$ cat src/rtl/pipeline_hold_ctrl_pkg.sv
// Shared definitions for the pipeline hold/flush scheduler: FSM state encoding,
// default parameters, stage indices and per-stage control bundles.
package pipeline_hold_ctrl_pkg;

  typedef enum logic [1:0] {
    ST_RUN      = 2'd0,
    ST_EX_BUSY  = 2'd1,
    ST_MEM_WAIT = 2'd2
  } hold_state_e;

  localparam int unsigned MULDIV_LAT_DEF = 32;
  localparam int unsigned CNT_W_DEF      = 6;
  localparam int unsigned PERF_W_DEF     = 32;

  // Stage indices shared with the hazard/forwarding units.
  localparam int unsigned STAGE_IF  = 0;
  localparam int unsigned STAGE_ID  = 1;
  localparam int unsigned STAGE_EX  = 2;
  localparam int unsigned STAGE_MEM = 3;
  localparam int unsigned STAGE_WB  = 4;

  typedef struct packed {
    logic pc;
    logic if_id;
    logic id_ex;
    logic ex_mem;
    logic mem_wb;
  } stage_en_t;

  typedef struct packed {
    logic if_id;
    logic id_ex;
    logic ex_mem;
    logic mem_wb;
  } stage_flush_t;

endpackage

$ cat src/rtl/pipeline_hold_ctrl_if.sv
// Hazard-side inputs and stage-register controls of the hold scheduler.
// The slave modport is the scheduler; the master modport is its environment.
interface pipeline_hold_ctrl_if #(
  parameter int unsigned PERF_W = 32
);

  logic              load_use_ID;
  logic              branch_taken_EX;
  logic              muldiv_EX;
  logic              dmem_req_MEM;
  logic              dmem_ready;
  logic              en_PC;
  logic              en_IF_ID;
  logic              en_ID_EX;
  logic              en_EX_MEM;
  logic              en_MEM_WB;
  logic              flush_IF_ID;
  logic              flush_ID_EX;
  logic              flush_EX_MEM;
  logic              flush_MEM_WB;
  logic              redirect_PC;
  logic              muldiv_done;
  logic [1:0]        busy_state;
  logic [PERF_W-1:0] stall_cycles;

  modport master (
    output load_use_ID, branch_taken_EX, muldiv_EX, dmem_req_MEM, dmem_ready,
    input  en_PC, en_IF_ID, en_ID_EX, en_EX_MEM, en_MEM_WB,
    input  flush_IF_ID, flush_ID_EX, flush_EX_MEM, flush_MEM_WB,
    input  redirect_PC, muldiv_done, busy_state, stall_cycles
  );

  modport slave (
    input  load_use_ID, branch_taken_EX, muldiv_EX, dmem_req_MEM, dmem_ready,
    output en_PC, en_IF_ID, en_ID_EX, en_EX_MEM, en_MEM_WB,
    output flush_IF_ID, flush_ID_EX, flush_EX_MEM, flush_MEM_WB,
    output redirect_PC, muldiv_done, busy_state, stall_cycles
  );

endinterface

$ cat src/rtl/pipeline_hold_ctrl_sat_counter.sv
// hold_sat_counter: W-bit incrementer that sticks at all-ones, with a
// synchronous clear that takes priority over increment.
module hold_sat_counter #(
  parameter int unsigned W = 32
) (
  input  logic         clk,
  input  logic         clr_i,
  input  logic         inc_i,
  output logic [W-1:0] cnt_o
);

  logic [W-1:0] cnt_q;
  logic [W-1:0] cnt_d;

  always_comb begin
    cnt_d = cnt_q;
    if (clr_i) begin
      cnt_d = '0;
    end else if (inc_i && (cnt_q != '1)) begin
      cnt_d = cnt_q + W'(1);
    end
  end

  always_ff @(posedge clk) begin
    cnt_q <= cnt_d;
  end

  assign cnt_o = cnt_q;

endmodule

$ cat src/rtl/pipeline_hold_ctrl.sv
// Central stall/flush scheduler for the 5-stage pipeline: merges load-use and
// branch hazards with multi-cycle mul/div in EX and data-memory waits in MEM.
module pipeline_hold_ctrl
  import pipeline_hold_ctrl_pkg::*;
#(
  parameter int unsigned MULDIV_LAT = MULDIV_LAT_DEF, // >= 2
  parameter int unsigned CNT_W      = CNT_W_DEF,      // must hold MULDIV_LAT-2
  parameter int unsigned PERF_W     = PERF_W_DEF
) (
  input logic                 clk,
  input logic                 rst,
  pipeline_hold_ctrl_if.slave bus
);

  hold_state_e      state_q;
  hold_state_e      state_d;
  logic [CNT_W-1:0] cnt_q;
  logic [CNT_W-1:0] cnt_d;

  stage_en_t    en;
  stage_flush_t flush;
  logic         redirect;
  logic         done;
  logic         memstall;

  assign memstall = bus.dmem_req_MEM & ~bus.dmem_ready;

  // Outputs are Mealy: a decision made this cycle gates the stage registers
  // at the coming edge, so there is no time to register them.
  always_comb begin
    // NOTE: every signal written here gets a default first, so no path can
    // leave one unassigned and infer a latch.
    en       = '1;
    flush    = '0;
    redirect = 1'b0;
    done     = 1'b0;
    state_d  = state_q;
    cnt_d    = cnt_q;

    if (rst) begin
      flush = '1;
    end else begin
      unique case (state_q)
        ST_RUN: begin
          if (memstall) begin
            en           = '0;
            flush.mem_wb = 1'b1;
            state_d      = ST_MEM_WAIT;
          end else if (bus.muldiv_EX) begin
            en.pc        = 1'b0;
            en.if_id     = 1'b0;
            en.id_ex     = 1'b0;
            flush.ex_mem = 1'b1;
            cnt_d        = CNT_W'(MULDIV_LAT - 2);
            state_d      = ST_EX_BUSY;
          end else if (bus.branch_taken_EX) begin
            // The instruction in ID is wrong-path, so its load-use hazard is moot.
            flush.if_id = 1'b1;
            flush.id_ex = 1'b1;
            redirect    = 1'b1;
          end else if (bus.load_use_ID) begin
            en.pc       = 1'b0;
            en.if_id    = 1'b0;
            flush.id_ex = 1'b1;
          end
        end

        ST_MEM_WAIT: begin
          // Stages are frozen, so branch and load-use wait until release.
          if (!bus.dmem_ready) begin
            en           = '0;
            flush.mem_wb = 1'b1;
          end else begin
            state_d = ST_RUN;
          end
        end

        ST_EX_BUSY: begin
          // muldiv_EX is still high in the release cycle; it is not sampled here.
          if (cnt_q != '0) begin
            en.pc        = 1'b0;
            en.if_id     = 1'b0;
            en.id_ex     = 1'b0;
            flush.ex_mem = 1'b1;
            cnt_d        = cnt_q - CNT_W'(1);
          end else begin
            done    = 1'b1;
            state_d = ST_RUN;
          end
        end

        default: state_d = ST_RUN;
      endcase
    end
  end

  // NOTE: sequential state uses non-blocking assignments so every register
  // samples pre-edge values regardless of block evaluation order.
  always_ff @(posedge clk) begin
    if (rst) begin
      state_q <= ST_RUN;
      cnt_q   <= '0;
    end else begin
      state_q <= state_d;
      cnt_q   <= cnt_d;
    end
  end

  hold_sat_counter #(
    .W (PERF_W)
  ) u_stall_cnt (
    .clk   (clk),
    .clr_i (rst),
    .inc_i (~en.pc & ~rst),
    .cnt_o (bus.stall_cycles)
  );

  assign bus.en_PC        = en.pc;
  assign bus.en_IF_ID     = en.if_id;
  assign bus.en_ID_EX     = en.id_ex;
  assign bus.en_EX_MEM    = en.ex_mem;
  assign bus.en_MEM_WB    = en.mem_wb;
  assign bus.flush_IF_ID  = flush.if_id;
  assign bus.flush_ID_EX  = flush.id_ex;
  assign bus.flush_EX_MEM = flush.ex_mem;
  assign bus.flush_MEM_WB = flush.mem_wb;
  assign bus.redirect_PC  = redirect;
  assign bus.muldiv_done  = done;
  assign bus.busy_state   = state_q;

endmodule

$ cat src/flat_wrapper.sv
// flat-port wrapper written by rule: the top's interface ports become plain ports
module pipeline_hold_ctrl_flat import pipeline_hold_ctrl_pkg::*;
#(
  parameter int unsigned MULDIV_LAT = MULDIV_LAT_DEF,        
  parameter int unsigned CNT_W      = CNT_W_DEF,                               
  parameter int unsigned PERF_W     = PERF_W_DEF
)
  (clk, rst, bus_load_use_ID, bus_branch_taken_EX, bus_muldiv_EX, bus_dmem_req_MEM, bus_dmem_ready, bus_en_PC, bus_en_IF_ID, bus_en_ID_EX, bus_en_EX_MEM, bus_en_MEM_WB, bus_flush_IF_ID, bus_flush_ID_EX, bus_flush_EX_MEM, bus_flush_MEM_WB, bus_redirect_PC, bus_muldiv_done, bus_busy_state, bus_stall_cycles);
  pipeline_hold_ctrl_if #(.PERF_W(PERF_W)) bus_i ();
  input logic clk;
  input logic rst;
  input wire logic [$bits(bus_i.load_use_ID)-1:0] bus_load_use_ID;
  input wire logic [$bits(bus_i.branch_taken_EX)-1:0] bus_branch_taken_EX;
  input wire logic [$bits(bus_i.muldiv_EX)-1:0] bus_muldiv_EX;
  input wire logic [$bits(bus_i.dmem_req_MEM)-1:0] bus_dmem_req_MEM;
  input wire logic [$bits(bus_i.dmem_ready)-1:0] bus_dmem_ready;
  output wire logic [$bits(bus_i.en_PC)-1:0] bus_en_PC;
  output wire logic [$bits(bus_i.en_IF_ID)-1:0] bus_en_IF_ID;
  output wire logic [$bits(bus_i.en_ID_EX)-1:0] bus_en_ID_EX;
  output wire logic [$bits(bus_i.en_EX_MEM)-1:0] bus_en_EX_MEM;
  output wire logic [$bits(bus_i.en_MEM_WB)-1:0] bus_en_MEM_WB;
  output wire logic [$bits(bus_i.flush_IF_ID)-1:0] bus_flush_IF_ID;
  output wire logic [$bits(bus_i.flush_ID_EX)-1:0] bus_flush_ID_EX;
  output wire logic [$bits(bus_i.flush_EX_MEM)-1:0] bus_flush_EX_MEM;
  output wire logic [$bits(bus_i.flush_MEM_WB)-1:0] bus_flush_MEM_WB;
  output wire logic [$bits(bus_i.redirect_PC)-1:0] bus_redirect_PC;
  output wire logic [$bits(bus_i.muldiv_done)-1:0] bus_muldiv_done;
  output wire logic [$bits(bus_i.busy_state)-1:0] bus_busy_state;
  output wire logic [$bits(bus_i.stall_cycles)-1:0] bus_stall_cycles;
  assign bus_i.load_use_ID = bus_load_use_ID;
  assign bus_i.branch_taken_EX = bus_branch_taken_EX;
  assign bus_i.muldiv_EX = bus_muldiv_EX;
  assign bus_i.dmem_req_MEM = bus_dmem_req_MEM;
  assign bus_i.dmem_ready = bus_dmem_ready;
  assign bus_en_PC = bus_i.en_PC;
  assign bus_en_IF_ID = bus_i.en_IF_ID;
  assign bus_en_ID_EX = bus_i.en_ID_EX;
  assign bus_en_EX_MEM = bus_i.en_EX_MEM;
  assign bus_en_MEM_WB = bus_i.en_MEM_WB;
  assign bus_flush_IF_ID = bus_i.flush_IF_ID;
  assign bus_flush_ID_EX = bus_i.flush_ID_EX;
  assign bus_flush_EX_MEM = bus_i.flush_EX_MEM;
  assign bus_flush_MEM_WB = bus_i.flush_MEM_WB;
  assign bus_redirect_PC = bus_i.redirect_PC;
  assign bus_muldiv_done = bus_i.muldiv_done;
  assign bus_busy_state = bus_i.busy_state;
  assign bus_stall_cycles = bus_i.stall_cycles;
  pipeline_hold_ctrl #(.MULDIV_LAT(MULDIV_LAT), .CNT_W(CNT_W), .PERF_W(PERF_W)) u_core (.clk(clk), .rst(rst), .bus(bus_i));
endmodule
$ cat config.mk
export PLATFORM = sky130hd
export DESIGN_NAME = pipeline_hold_ctrl_flat
export DESIGN_NICKNAME = d
export VERILOG_FILES = /design/src/rtl/pipeline_hold_ctrl_pkg.sv /design/src/rtl/pipeline_hold_ctrl_if.sv /design/src/rtl/pipeline_hold_ctrl_sat_counter.sv /design/src/rtl/pipeline_hold_ctrl.sv /design/src/flat_wrapper.sv
export SDC_FILE = /design/constraint.sdc
export NUM_CORES = 1
export LEC_CHECK = 0
export ABC_CLOCK_PERIOD_IN_PS = 2200
export CORE_MARGIN = 8
export CORE_UTILIZATION = 25
export CTS_CLUSTER_SIZE = 30
export DETAILED_ROUTE_END_ITERATION = 10
export DONT_BUFFER_PORTS = 1
export PLACE_DENSITY_LB_ADDON = 0.15
export SLEW_MARGIN = 30
export SYNTH_ARGS = -nofsm -noshare
export SYNTH_HDL_FRONTEND = slang
export SYNTH_SLANG_ARGS = --single-unit
$ cat constraint.sdc
create_clock -name clk -period 2.2 [get_ports clk]
set_input_delay 0.22 -clock clk [delete_from_list [all_inputs] [get_ports clk]]
set_output_delay 0.22 -clock clk [all_outputs]
set_load 0.005 [all_outputs]
==> results of run 1 <==
==> what timing repair did <==
action,4_1_cts,5_1_grt
hold buffers,1,1
gates resized for setup,5,16
pin swaps,0,5
setup endpoints to repair,5,17
buffers inserted,0,5
hold endpoints to repair,27,2
==> synth_stat cells, types with 3 or more instances <==
| master | instances |
|---|---|
| nand2b_1 | 3 |
| nor4b_1 | 3 |
| nand3_1 | 13 |
| nor4_1 | 5 |
| or3_1 | 12 |
| dfxtp_1 | 40 |
| nor2b_1 | 8 |
| o21ai_0 | 12 |
| nand4_1 | 11 |
| clkbuf_1 | 5 |
| and3_1 | 3 |
| or4_1 | 9 |
| nand2_1 | 20 |
| xor2_1 | 4 |
| mux2_2 | 4 |
| buf_4 | 5 |
| o31ai_1 | 8 |
| nand4_2 | 3 |
| a21oi_1 | 23 |
| nor2_1 | 23 |
| nor3_1 | 13 |
| inv_1 | 8 |
| ha_1 | 3 |
==> stage by stage <==
step           power [W]  hold WS (ns)  utilization [%]  TNS (ns)  cells
6_report         0.00153        0.0381             33.3         0    425
5_1_grt          0.00161        0.0196             33.3    -0.161    425
2_1_floorplan   0.000926         0.392                -         0    269
3_5_place_dp    0.000988         0.300             30.3    -0.137    410
4_1_cts          0.00153      0.000325             32.0         0    419
3_3_place_gp    0.000989         0.299             30.3         0    410
==> final cells by class <==
type	instances	share of cell area, %
multi-input combinational	210	48.4
timing repair buffer	51	14.8
tap	108	4.70
sequential	40	27.9
inverter	8	1.04
clock buffer	8	3.13
==> worst min-delay path by stage <==
stage,cells after the start,slack (ns),to
finish,1,0.04,u_core.u_stall_cnt.cnt_o[20]
CTS,1,0.0003,u_core.u_stall_cnt.cnt_o[4]
detailed placement,1,0.30,u_core.cnt_q[4]
global route,1,0.02,u_core.u_stall_cnt.cnt_o[20]
floorplan,2,0.39,u_core.cnt_q[2]
global placement,1,0.30,u_core.u_stall_cnt.cnt_o[29]
==> worst max-delay path, delay by kind of cell, from the launching register on <==
family | cells | cell delay (ns)
and+or+nand+nor | 3 | 0.55
muxes | 1 | 0.36
DFF | 1 | 0.35
buffers and inverters | 3 | 0.34
AOI/OAI and AO/OA | 1 | 0.29
adders and majority gates | 1 | 0.14
==> cell families (layout without fill, tap and decap cells) <==
kind of cell / count (synthesis) / count (layout) / share of synthesized area (%)
flops: 40 / 40 / 36.3
simple gates: 137 / 137 / 35.1
compound gates: 58 / 58 / 17.1
buf+inv: 19 / 67 / 4.42
mux: 7 / 7 / 3.51
fa+ha+maj: 3 / 3 / 1.70
xor+xnor: 5 / 5 / 1.98
==> registers in the layout, indices dropped and copies added (netlist names) <==
signal                    flops
u_core.u_stall_cnt.cnt_o     32
u_core.cnt_q                  6
u_core.bus.busy_state         2
==> power groups by stage <==
stage                     combinational, W  sequential (W)  clock [W]
after floorplan                   0.000144        0.000782          0
after global placement            0.000210        0.000778          0
after detailed placement          0.000209        0.000779          0
after CTS                         0.000226        0.000762   0.000543
after global routing              0.000275        0.000768   0.000571
final                             0.000250        0.000765   0.000518
==> per-layer routing <==
layer | track usage, % | routed length (um) | part of all wire, %
met1 | 14.6 | 3040 | 44
met2 | 20.0 | 3420 | 49
met3 | 3.31 | 397 | 5.7
met4 | 3.28 | 85 | 1.2
met5 | 0 | 0 | 0
==> impl_metrics.ini, run 1 <==
[worst_setup_path]
path_max_fanout = 7
r2r_slack_ns = 0.07
path_cells = inv_2, ha_4, nor2b_4, a311oi_4, buf_6, buf_12, nand4_4, nor4_2, mux2_2
critPathLaunch = u_core.cnt_q[1]
arrival_ns = 2.32
start_kind = flop
worst_path_largest_cell_delay_ns = 0.36
worstSetupEndpointType = flop
critPathKind = flop to flop
crit_end = u_core.u_stall_cnt.cnt_o[24]
r2r-end = u_core.u_stall_cnt.cnt_o[24]
r2r_start = u_core.cnt_q[1]
worst_ep_required_time_ns = 2.38
reg2regPathDepth = 9
worst_path_max_delay_cell = mux2_2

[logic_synthesis]
ys.warnings.count = 0
synth_area_leader_cell = dfxtp_1
synth-edff-count = 0
netlist_area_sq_um = 2210
syn-num-nets = 279
synth_async_sr_flop_share_pct = 0
netlist.area_leader.share_pct = 36.3
seq_area_frac_synth_pct = 36.3
synthTopCellsByArea = dfxtp_1, a21oi_1, nor2_1
synthCells = 269
syn-mean-instance-area_sq_um = 8.21
synthDistinctLibCells = 48
synth_seq_cells = 40
synth_flop_cell = dfxtp_1

[drt]
drt-wirelength-per-cell_um = 16.3
dr.pass1.iters = 4
drt-initial-drc-count = 102
viasPerCell = 5.12
antenna_left = 0
drcViolationCount = 0
routed_wl_um = 6940
vias = 2177

[timing]
hold_viol = 0
fmax_mhz = 469
fin_worst_skew_ns = 0.00502
slew_viol_final = 0
fin_ws_ns = 0.0680
fin_crit_sh_pct = 96.9
max_slew_margin_pct = 70.5
setup_violations = 0
tightest_slew_ns = 0.442
rsz0062_at_grt = true
finalCriticalPeriod_ns = 2.13

[cts]
cts_buffers = 5
htreeDepth = 2
path_clk_slew_ns = 0.08
cts_num_sinks = 40
tritoncts = done
cts_buffer_depth = 2
root_buffer = clkbuf_8
clock_latency_ns = 0.29

[pwr]
p_leak_nw = 1.01
power_density_nw_per_um2 = 533
p_seq_share_pct = 49.9
swShare_pct = 27.2
combPwrFrac_pct = 16.3
power_switching_w = 0.000417
p_int_w = 0.00112
clkPwrFrac_pct = 33.8
peakVddDrop_uv = 246

[status]
outcome = finished, final reports clean

[placed_design]
place_ws_ns = -0.0661
dp_hpwl_um = 5130
place_congestion = 0.759
place_area_sq_um = 2620
io_buffers = 0

[die]
die_h_um = 110
core_area_sq_um = 8640
die_x_um = 110
rows = 34
die-area_sq_um = 12100
io_pins = 52
initial_core_util_pct = 25.6

[final_layout]
nets = 326
mostFrequentLayoutCells = buf_4, dfxtp_1, nor2_1
antenna_cells = 0
syn2layout_area_growth_pct = 30.3
drive_above_1_share_pct = 27.1
multiInputGateArea_sq_um = 1390
register_area_sq_um = 803
fillers = 932
final_area_sq_um = 2880
final_common_cell = buf_4

[global_route]
grt_pass1_wl_um = 11400
grt_max_degree = 28
grt_pass1_vias = 2174
grt_usage_pct = 11.9
grt_overflow = 0
antenna_found_initial = 0

[job]
cap_viol_max_count = 0

[worst_hold_path]
holdCritPathClass = primary input to flop
hold_start = rst
Note: power is estimated with default switching activity, not from simulation.
==> run 2: changes to the inputs <==
--- a/config.mk
+++ b/config.mk
@@ -7,12 +7,12 @@
 export LEC_CHECK = 0
 export ABC_CLOCK_PERIOD_IN_PS = 2200
 export CORE_MARGIN = 8
-export CORE_UTILIZATION = 25
+export CORE_UTILIZATION = 57
 export CTS_CLUSTER_SIZE = 30
 export DETAILED_ROUTE_END_ITERATION = 10
 export DONT_BUFFER_PORTS = 1
 export PLACE_DENSITY_LB_ADDON = 0.15
-export SLEW_MARGIN = 30
+export SKIP_LAST_GASP = 1
 export SYNTH_ARGS = -nofsm -noshare
 export SYNTH_HDL_FRONTEND = slang
 export SYNTH_SLANG_ARGS = --single-unit
==> run 2 against run 1 <==
- clock power up 1%
- routed wire length shrank 9.1%
- final cell count fell by 16%
- sequential power about the same
- die area is 49% lower
- count of clock-buffer cells in the layout decreased by 1
- combinational power increased by 10%
- via count grew 2.5%
- first-iteration DRC count rose by 41%
- sequential share of layout area rose by 1.2 points
- critical path depth shrank 1
==> impl_metrics.ini, run 2 (synthesis gave the netlist of run 1 again) <==
[worst_setup_path]
critPathLaunch = u_core.cnt_q[1]
critPathTopFamily = simple AND/OR/NAND/NOR gates
critPathKind = flop to flop
r2r_start = u_core.cnt_q[1]
critPathBufInv = 2
arrival_ns = 2.31
path_max_fanout = 4
start_kind = flop
path_cells = inv_2, ha_2, nor2b_4, a311oi_4, buf_4, nand4_1, nor4b_2, mux2_1
worstSetupEndpointType = flop
worst_path_max_delay_cell = dfxtp_2
worst_ep_required_time_ns = 2.38
worst_path_largest_cell_delay_ns = 0.35

[timing]
fin_crit_sh_pct = 96.7
setup_violations = 0
tightest_slew_ns = 0.959
max_slew_margin_pct = 35.8
finalCriticalPeriod_ns = 2.13
slew_viol_final = 0
rsz0062_at_grt = true
hold_viol = 0
fin_worst_skew_ns = 0.00264
fin_ws_ns = 0.0726
fmax_mhz = 470

[cts]
clock_latency_ns = 0.29
tritoncts = done
cts_num_sinks = 40
cts_buffer_depth = 2
cts_buffers = 5
path_clk_slew_ns = 0.07
root_buffer = clkbuf_8
htreeDepth = 2

[die]
die_x_um = 78.2
die_h_um = 78.2
initial_core_util_pct = 59.9
rows = 22
io_pins = 52
core_area_sq_um = 3690
die-area_sq_um = 6120

[placed_design]
place_ws_ns = 0.0387
place_congestion = 0.835
place_area_sq_um = 2440
io_buffers = 0
dp_cells = 336
dp_hpwl_um = 4210

[global_route]
grt_max_degree = 27
grt_pass1_vias = 2056
antenna_found_initial = 0
grt_use_met3_pct = 5.58
top_usage_layer = met2
grt_pass1_wl_um = 9820
grt_overflow = 0
grt_use_met1_pct = 23.2
grtUsageMet2_pct = 32.0
grt_usage_pct = 19.2

[final_layout]
register_area_sq_um = 805
final_area_sq_um = 2770
nets = 319
largest_reg_flops = 32
drive_above_1_share_pct = 24.9
antenna_cells = 0
fin_util_pct = 75.0
final_common_cell = dfxtp_1
stdcell_count = 357
mostFrequentLayoutCells = dfxtp_1, buf_4, nor2_1, a21oi_1, nand2_1
multiInputGateArea_sq_um = 1390
fillers = 296
syn2layout_area_growth_pct = 25.3

[job]
cap_viol_max_count = 0

[pwr]
peakVddDrop_uv = 499
power_w = 0.00156
p_leak_nw = 1.02
power_density_nw_per_um2 = 564

[drt]
drt-wirelength-per-cell_um = 17.7
vias = 2232
drcViolationCount = 0
drt-initial-drc-count = 144
dr.pass1.iters = 4
viasPerCell = 6.25
routed_wl_um = 6320
antenna_left = 0

[worst_hold_path]
hold_start = rst
holdCritPathClass = primary input to flop

[status]
outcome = finished, final reports clean
[run 2: cell types whose count changed in the layout (fill, tap and decap cells not counted), moves of 2 or more]
cell and change:
clkbuf_1 -2, nand3_1 -2, dlygate4sd3_1 +4, buf_4 -12, nand3_2 +2
[run 2: final timing paths]
path	to	slack, ns	cells after the start
setup / recovery	u_core.u_stall_cnt.cnt_o[23]	0.07	8
hold reg to reg	u_core.cnt_q[3]	0.51	1
hold / removal	u_core.bus.busy_state[1]	0.007	1
setup reg to reg	u_core.u_stall_cnt.cnt_o[23]	0.07	8
[run 2: power breakdown]
part / leakage (nW) / switching, W / internal, W
Sequential: 0.325 / 0.0000167 / 0.000745
Clock: 0.0503 / 0.000244 / 0.000279
Combinational: 0.641 / 0.000139 / 0.000137
Total: 1.02 / 0.000399 / 0.00116
[run 2: layout make-up]
type	count	area share [%]
Clock buffer	7	3.48
Multi-Input combinational cell	210	50.2
Tap cell	48	2.17
Sequential cell	40	29.1
Inverter	8	1.09
Timing Repair Buffer	44	14.0
[run 2: timing repair]
item	4_1_cts	5_1_grt
endpoints found under the hold margin	27	0
setup endpoints to repair	0	28
setup buffers	0	9
hold buffers	5	0
gates resized for setup	0	21
[run 2: metal layers]
layer  vias to the layer above  share of wire [%]
li1                       1087                  -
met2                        65                 49
met3                         8                6.5
met1                      1072                 42
met5                         -                  0
met4                         0                1.8
[run 2: worst reg2reg max path, stage by stage, from the launching register on]
cell	delay (ns)
dfxtp_2	0.35
inv_2	0.05
ha_2	0.16
nor2b_4	0.13
a311oi_4	0.28
buf_4	0.17
nand4_1	0.22
nor4b_2	0.32
mux2_1	0.34
[run 2: metrics by stage]
stage	hold WS (ns)	setup TNS [ns]
final	0.00721	0
after global routing	0.000357	-0.207
after CTS	0.0000641	0
after detailed placement	0.297	0
after global placement	0.295	0
after floorplan	0.392	0
==> run 3: changes to the inputs <==
--- a/config.mk
+++ b/config.mk
@@ -8,9 +8,11 @@
 export ABC_CLOCK_PERIOD_IN_PS = 2200
 export CORE_MARGIN = 8
 export CORE_UTILIZATION = 57
+export CTS_CLUSTER_DIAMETER = 200
 export CTS_CLUSTER_SIZE = 30
 export DETAILED_ROUTE_END_ITERATION = 10
 export DONT_BUFFER_PORTS = 1
+export MAX_ROUTING_LAYER = met4
 export PLACE_DENSITY_LB_ADDON = 0.15
 export SKIP_LAST_GASP = 1
 export SYNTH_ARGS = -nofsm -noshare
==> run 3 against run 2 <==
- sequential share of layout area stayed put
- via count is 0.45% lower
- clock skew hardly changed
- flip-flop and latch count stayed put
- total power is 0.16% lower
- die area stayed put
- final cell count stayed put
- final area stayed put
- core utilization stayed put
- combinational power hardly changed
- hold slack worse by 0.00064 ns
- routed wire length is 0.71% lower
- largest power group unchanged
==> impl_metrics.ini, run 3 (synthesis gave the netlist of run 1 again) <==
[placed_design]
dp_hpwl_um = 4210
place_congestion = 0.848
place_ws_ns = 0.0387
io_buffers = 0
place_area_sq_um = 2440

[cts]
cts_buffers = 5
cts_buffer_depth = 2
cts_num_sinks = 40
tritoncts = done
htreeDepth = 2
clock_latency_ns = 0.29
path_clk_slew_ns = 0.07
root_buffer = clkbuf_8

[drt]
drt-initial-drc-count = 166
wl_met3_um = 442
drcViolationCount = 0
routed.top_layer = met4
antenna_left = 0
drt-wirelength-per-cell_um = 17.6
dr.pass1.iters = 4
viasPerCell = 6.22
wl_met1_um = 2630
vias = 2222
wl_met2_um = 3090
routed_wl_um = 6270

[final_layout]
final_area_sq_um = 2770
largest_reg_flops = 32
nets = 319
final_common_cell = dfxtp_1
syn2layout_area_growth_pct = 25.3
antenna_cells = 0
mostFrequentLayoutCells = dfxtp_1, buf_4, nor2_1, a21oi_1, nand2_1
drive_above_1_share_pct = 24.9

[die]
io_pins = 52
core_area_sq_um = 3690
initial_core_util_pct = 59.9
die-area_sq_um = 6120
die_x_um = 78.2
die_h_um = 78.2
rows = 22

[pwr]
peakVddDrop_uv = 498
power_density_nw_per_um2 = 563
p_leak_nw = 1.02

[global_route]
antenna_found_initial = 0
grt_pass1_wl_um = 9830
grt_overflow = 0
grt_usage_pct = 19.8
grt_pass1_vias = 2053
grt_max_degree = 27

[timing]
slew_viol_final = 0
fin_crit_sh_pct = 96.8
max_slew_margin_pct = 37.1
fmax_mhz = 469
fin_ws_ns = 0.0700
hold_viol = 0
tightest_slew_ns = 0.941
finalCriticalPeriod_ns = 2.13
setup_violations = 0
rsz0062_at_grt = true
fin_worst_skew_ns = 0.00260

[worst_setup_path]
path_max_fanout = 5
start_kind = flop
worst_ep_required_time_ns = 2.41
worstSetupEndpointType = flop
arrival_ns = 2.34
critPathKind = flop to flop

[job]
cap_viol_max_count = 0

[worst_hold_path]
holdCritPathClass = primary input to flop

[status]
outcome = finished, final reports clean
## run 3: cell counts in the layout (fill, tap and decap cells not counted)
No cell type changed its count.
## run 3: power breakdown
part           total (W)  switching (W)  internal [W]
sequential      0.000762      0.0000166      0.000745
clock           0.000522       0.000242      0.000279
combinational   0.000275       0.000138      0.000137
total            0.00156       0.000397       0.00116
## run 3: through the flow
step / hold WS, ns / total power [W] / util [%] / instances / setup TNS (ns)
final: 0.00658 / 0.00156 / 75.0 / 357 / 0
after global routing: 0.000355 / 0.00163 / 75.0 / 357 / -0.207
after CTS: 0.0000641 / 0.00152 / 70.1 / 348 / 0
after detailed placement: 0.297 / 0.000986 / 66.1 / 336 / 0
after global placement: 0.295 / 0.000981 / 66.1 / 336 / 0
after floorplan: 0.392 / 0.000926 / - / 269 / 0
## run 3: path summary, 6_finish.rpt
check / slack (ns) / from / cells past startpoint / end
max: 0.07 / u_core.cnt_q[1] / 10 / u_core.u_stall_cnt.cnt_o[13]
min: 0.007 / rst / 1 / u_core.bus.busy_state[1]
max reg2reg: 0.07 / u_core.cnt_q[1] / 10 / u_core.u_stall_cnt.cnt_o[13]
min reg2reg: 0.51 / u_core.cnt_q[3] / 1 / u_core.cnt_q[3]
## run 3: routing by layer
metal / global-route usage, % / vias up
met1: 23.4 / 1056
met4: 6.30 / 0
met5: - / -
li1: - / 1085
met2: 32.0 / 73
met3: 5.35 / 8
## run 3: critical path, cell delays in order (launching register included)
cell and delay, ns:
dfxtp_2 0.35, inv_2 0.05, ha_2 0.16, nor2b_4 0.13, a311oi_4 0.28, buf_6 0.16
buf_12 0.11, buf_12 0.10, nand2_2 0.04, or4_1 0.50, a21oi_1 0.17
## run 3: area by class of cell
| type | instances | area (sq um) |
|---|---|---|
| Timing Repair Buffer | 44 | 388 |
| Clock buffer | 7 | 96.3 |
| Multi-Input combinational cell | 210 | 1390 |
| Fill cell | 296 | 922 |
| Sequential cell | 40 | 805 |
| Tap cell | 48 | 60.1 |
| Inverter | 8 | 30.0 |
## run 3: timing repair
| action | in CTS | in global routing |
|---|---|---|
| buffers inserted | 0 | 9 |
| hold endpoints to repair | 27 | 0 |
| hold buffers | 5 | 0 |
| resized for setup | 0 | 21 |
| endpoints found under the setup margin | 0 | 28 |
